### src/rtl/operand_fetch.sv
// Operand-fetch stage: 8-entry register file, busy scoreboard and a one-entry
// valid/ready output register toward the ALU. Define OPFETCH_STATS_EN to add issue/stall counters.
module operand_fetch #(
  parameter int DATA_W = 8,
  parameter int REG_AW = 3,
  parameter int FUNC_W = 3
) (
  input  logic              clk,
  input  logic              rst_n,
  input  logic              in_valid,
  output logic              in_ready,
  input  logic [REG_AW-1:0] in_rs,
  input  logic [REG_AW-1:0] in_rt,
  input  logic [REG_AW-1:0] in_rd,
  input  logic [FUNC_W-1:0] in_func,
  input  logic [DATA_W-1:0] in_imm,
  input  logic              in_use_imm,
  output logic              out_valid,
  input  logic              out_ready,
  output logic [DATA_W-1:0] op1,
  output logic [DATA_W-1:0] op2,
  output logic [FUNC_W-1:0] func,
  output logic [REG_AW-1:0] out_rd,
  input  logic              wb_en,
  input  logic [REG_AW-1:0] wb_rd,
  input  logic [DATA_W-1:0] wb_data
`ifdef OPFETCH_STATS_EN
  ,
  output logic [15:0]       stat_issue,
  output logic [15:0]       stat_stall
`endif
);

  localparam int NREG = 2 ** REG_AW;

  function automatic logic [15:0] sat_inc(input logic [15:0] v);
    return (v == 16'hFFFF) ? v : v + 16'd1;
  endfunction

  logic [DATA_W-1:0] rf [NREG];
  logic [NREG-1:0]   busy;
  logic [NREG-1:0]   busy_nxt;

  logic              vld_p0;
  logic [DATA_W-1:0] op1_p0;
  logic [DATA_W-1:0] op2_p0;
  logic [FUNC_W-1:0] func_p0;
  logic [REG_AW-1:0] rd_p0;

  logic              rs_byp;
  logic              rt_byp;
  logic [DATA_W-1:0] rs_val;
  logic [DATA_W-1:0] rt_val;
  logic              hazard;
  logic              accept;

  // Source resolution: r0 is hard zero, a same-cycle write-back is forwarded.
  always_comb begin
    rs_byp = wb_en && (wb_rd == in_rs) && (in_rs != '0);
    rt_byp = wb_en && (wb_rd == in_rt) && (in_rt != '0);
    if (in_rs == '0)  rs_val = '0;
    else if (rs_byp)  rs_val = wb_data;
    else              rs_val = rf[in_rs];
    if (in_rt == '0)  rt_val = '0;
    else if (rt_byp)  rt_val = wb_data;
    else              rt_val = rf[in_rt];
    hazard = (busy[in_rs] && !rs_byp) || (!in_use_imm && busy[in_rt] && !rt_byp);
  end

  assign in_ready = !hazard && (!vld_p0 || out_ready);
  assign accept   = in_valid && in_ready;

  // Set on issue overrides clear from write-back to the same register.
  always_comb begin
    busy_nxt = busy;
    if (wb_en)
      busy_nxt[wb_rd] = 1'b0;
    if (accept && (in_rd != '0))
      busy_nxt[in_rd] = 1'b1;
    busy_nxt[0] = 1'b0;
  end

  always_ff @(posedge clk or negedge rst_n) begin
    if (!rst_n) begin
      for (int i = 0; i < NREG; i++)
        rf[i] <= '0;
      busy <= '0;
    end else begin
      if (wb_en && (wb_rd != '0))
        rf[wb_rd] <= wb_data;
      busy <= busy_nxt;
    end
  end

  // ---- stage p0: output register toward the ALU ----
  always_ff @(posedge clk or negedge rst_n) begin
    if (!rst_n) begin
      vld_p0  <= 1'b0;
      op1_p0  <= '0;
      op2_p0  <= '0;
      func_p0 <= '0;
      rd_p0   <= '0;
    end else if (accept) begin
      vld_p0  <= 1'b1;
      op1_p0  <= rs_val;
      op2_p0  <= in_use_imm ? in_imm : rt_val;
      func_p0 <= in_func;
      rd_p0   <= in_rd;
    end else if (out_ready) begin
      vld_p0  <= 1'b0;
    end
  end

  assign out_valid = vld_p0;
  assign op1       = op1_p0;
  assign op2       = op2_p0;
  assign func      = func_p0;
  assign out_rd    = rd_p0;

`ifdef OPFETCH_STATS_EN
  always_ff @(posedge clk or negedge rst_n) begin
    if (!rst_n) begin
      stat_issue <= '0;
      stat_stall <= '0;
    end else begin
      if (accept)
        stat_issue <= sat_inc(stat_issue);
      if (in_valid && !in_ready)
        stat_stall <= sat_inc(stat_stall);
    end
  end
`endif

endmodule

### config.mk
export PLATFORM = sky130hd
export DESIGN_NAME = operand_fetch
export DESIGN_NICKNAME = d
export VERILOG_FILES = /design/src/rtl/operand_fetch.sv
export SDC_FILE = /design/constraint.sdc
export NUM_CORES = 1
export LEC_CHECK = 0
export CORE_MARGIN = 2
export CORE_UTILIZATION = 50
export DETAILED_ROUTE_END_ITERATION = 10
export GPL_TIMING_DRIVEN = 1
export MAX_ROUTING_LAYER = met4
export PLACE_DENSITY = 0.76
export SETUP_SLACK_MARGIN = 0.02
export SLEW_MARGIN = 20
export SYNTH_ARGS = -nofsm -noshare
export SYNTH_HDL_FRONTEND = slang
export SYNTH_SLANG_ARGS = --single-unit
### constraint.sdc
create_clock -name clk -period 2.3 [get_ports clk]
set_clock_uncertainty 0.15 [all_clocks]
set_input_delay 0.345 -clock clk [delete_from_list [all_inputs] [get_ports clk]]
set_output_delay 0.345 -clock clk [all_outputs]
set_load 0.02 [all_outputs]
==> flow_metrics.py <==
metrics = {
    "status": {
        "status": "complete, but fails checks",
        "violations": "negative setup slack",
    },
    "clocking": {
        "clock_path_buffers": 2,
        "cts_made_buffers": 9,
        "clock_sink_count": 94,
        "cts_tree": "yes",
        "htreeDepth": 3,
        "clk_latency_ns": 0.37,
        "path_clk_slew_ns": 0.09,
        "root_buffer": "clkbuf_8",
    },
    "synthesis": {
        "muxShareOfSynthArea": 0.289,
        "netlist-cell-type-count": 40,
        "synth.area.top_cells": "dfrtp_1 47%, mux4_2 11%, mux2_4 6.3%",
        "syn_avg_cell_area_um2": 12.1,
        "synthFlopType": "dfrtp_1",
        "yosys_warnings": 0,
        "synthXorXnorAreaFrac": 0.00869,
        "yosys.area.top_type": "dfrtp_1",
        "synth-simple-area-share": 0.0854,
        "ys_async_sr_fraction": 1.00,
        "synthAdderAreaFrac": 0,
        "syn-num-nets": 452,
        "synth_compound_area_frac": 0.101,
        "synth_top_family_by_area": "multiplexers",
        "synth-edff-count": 0,
        "synth.cell_area_mm2": 0.00504,
        "ys_seq_elements": 94,
        "ys_seq_area_frac": 0.467,
        "synth_top_area_frac": 0.467,
        "synth.top_cells.by_count": "94 x dfrtp_1, 48 x nand2_1, 41 x o21ai_0, 26 x mux2i_1",
        "synth_most_common_cell": "dfrtp_1",
        "syn_inst": 415,
    },
    "floorplanning": {
        "ios": 61,
        "die_h_um": 104,
        "start_util": 0.516,
        "die_w_um": 104,
        "core_mm2": 0.00977,
        "rows": 36,
        "fp.dieArea_mm2": 0.0109,
    },
    "timing": {
        "worst_pin_slew_ns": 0.613,
        "post-route-period-util": 1.03,
        "whs_ns": 0.266,
        "finalMaxSlewViolations": 0,
        "layout_min_cycle_time_ns": 2.37,
        "clock.fmax_mhz": 421,
        "setup_ws_ns": -0.0735,
        "slew_headroom": 0.591,
        "setup_tns_ns": -0.223,
        "rsz0062_at_grt": "true",
        "finalSetupViolCount": 21,
        "hold_viol_final": 0,
    },
    "pwr": {
        "p_total_uw": 5550,
        "ir_worst_vdd_mv": 0.392,
        "leakage_uw": 0.00285,
        "power.density_mw_per_mm2": 867,
    },
    "grt": {
        "met2_usage": 0.412,
        "grt_pass1_vias": 4164,
        "met1_usage": 0.329,
        "grt_antenna_before_repair": 0,
        "grt_max_degree": 49,
        "met3_usage": 0.0508,
        "top_usage_layer": "met2",
        "grt_pass1_wl_um": 21600,
        "grt.overflow.total": 0,
        "grt_usage": 0.261,
    },
    "finish": {
        "drive_above_1_share": 0.318,
        "syn_to_final_growth_pct": 27.0,
        "nFillCells": 751,
        "fin_nets": 547,
        "final_area_mm2": 0.00640,
        "insertedDiodeCount": 0,
    },
    "detailed_routing": {
        "vias": 3804,
        "ant_nets": 0,
        "wl_per_cell_um": 19.7,
        "drtIter0Drc": 239,
        "wirelength_um": 12800,
        "dr.pass1.iters": 5,
        "routed_via_density": 5.87,
        "drc": 0,
    },
    "critical_path": {
        "critPathArrivalTime_ns": 1.88,
        "critPathLaunchType": "flip-flop",
        "crit_fanout": 3,
        "crit_required_ns": 1.80,
        "worstSetupEndpointType": "output pin",
        "crit_type": "reg -> out",
    },
    "placed_design": {
        "gp_routability_congestion": 0.896,
        "io_buffer_count": 60,
        "placed_area_mm2": 0.00606,
        "dp_hpwl_um": 8840,
        "post-place-ws_ns": -0.764,
    },
    "min_path": {
        "hp-class": "reg -> reg",
    },
    "flow_run": {
        "maxCapViolCount": 0,
    },
}
sequential cells by signal, summed over array words and instances, names as in the netlist:
name       count
func           3
out_rd         3
op2            8
out_valid      1
busy           7
rf            64
op1            8
worst paths after layout:
path | startpoint | endpoint | slack, ns | cells after the start
hold reg to reg | rf[60]$_DFFE_PN0P_ | rf[60]$_DFFE_PN0P_ | 0.27 | 0
min in group asynchronous | rst_n | rf[50]$_DFFE_PN0P_ | 0.39 | 2
hold / removal | rf[60]$_DFFE_PN0P_ | rf[60]$_DFFE_PN0P_ | 0.27 | 0
setup reg to reg | busy[7]$_DFF_PN0_ | op1[3]$_DFFE_PN0P_ | -0.01 | 8
max in group asynchronous | rst_n | rf[30]$_DFFE_PN0P_ | 0.96 | 3
setup / recovery | busy[7]$_DFF_PN0_ | in_ready | -0.07 | 5
per-stage QoR:
step	std cells	util
5_1_grt	648	0.655
4_1_cts	648	0.655
2_1_floorplan	415	-
3_3_place_gp	627	0.620
6_report	648	0.655
3_5_place_dp	627	0.620
kinds of logic after synthesis:
family | count (synthesis)
multiplexers | 99
flip-flops | 94
XOR/XNOR | 5
AND/OR/NAND/NOR | 88
buffers and inverters | 50
AO/OA/AOI/OAI | 79
final cells by class:
type                    instances  area, um2  share of cell area
clock buffers                  10        138              0.0215
clock inverters                 6       93.8              0.0147
inverters                      15       56.3             0.00880
multi-input cells             271       2500               0.390
flip-flops and latches         94       2350               0.367
well taps                     133        166              0.0260
repair buffers                119       1100               0.172
worst max-delay path, cell delays in order (launching register included):
cell      delay [ns]
dfrtp_1         0.41
mux4_2          0.48
nand2b_4        0.15
o221a_4         0.12
a221oi_2        0.17
buf_4           0.18
layer usage:
metal | vias up | part of all wire
met5 | - | 0
met4 | 0 | 0.030
met3 | 28 | 0.059
met2 | 144 | 0.49
met1 | 1917 | 0.42
li1 | 1715 | -
report_power, final:
part	leakage, uW	switching [uW]	internal, uW	total, uW
logic	0.00156	807	1140	1950
registers	0.00117	287	2060	2350
clock network	0.000113	606	650	1260
timing repair:
item,CTS,global route
setup buffers,3,2
gates cloned,1,0
hold endpoints to repair,47,0
pin swaps,6,5
hold buffers,1,0
gates resized for setup,30,13
setup endpoints to repair,31,30
cell usage in the layout, fill, tap and decap left out, types with 3 or more instances in the layout:
master / netlist / final
a21oi_1: 12 / 12
a22oi_1: 4 / 4
a32o_1: 5 / 5
buf_12: 0 / 4
buf_4: 2 / 50
buf_6: 6 / 5
clkbuf_8: 0 / 10
clkdlybuf4s50_1: 0 / 49
dfrtp_1: 94 / 94
dlygate4sd2_1: 0 / 7
inv_1: 15 / 15
mux2_2: 25 / 24
mux2_4: 21 / 23
mux2i_1: 26 / 26
mux4_2: 25 / 26
nand2_1: 48 / 48
nand3_1: 10 / 10
nand4b_1: 3 / 3
nor2_1: 5 / 5
nor2b_1: 8 / 7
o21ai_0: 41 / 41
o221ai_1: 8 / 8
xnor2_1: 3 / 3
(Power assumes the default switching activity.)
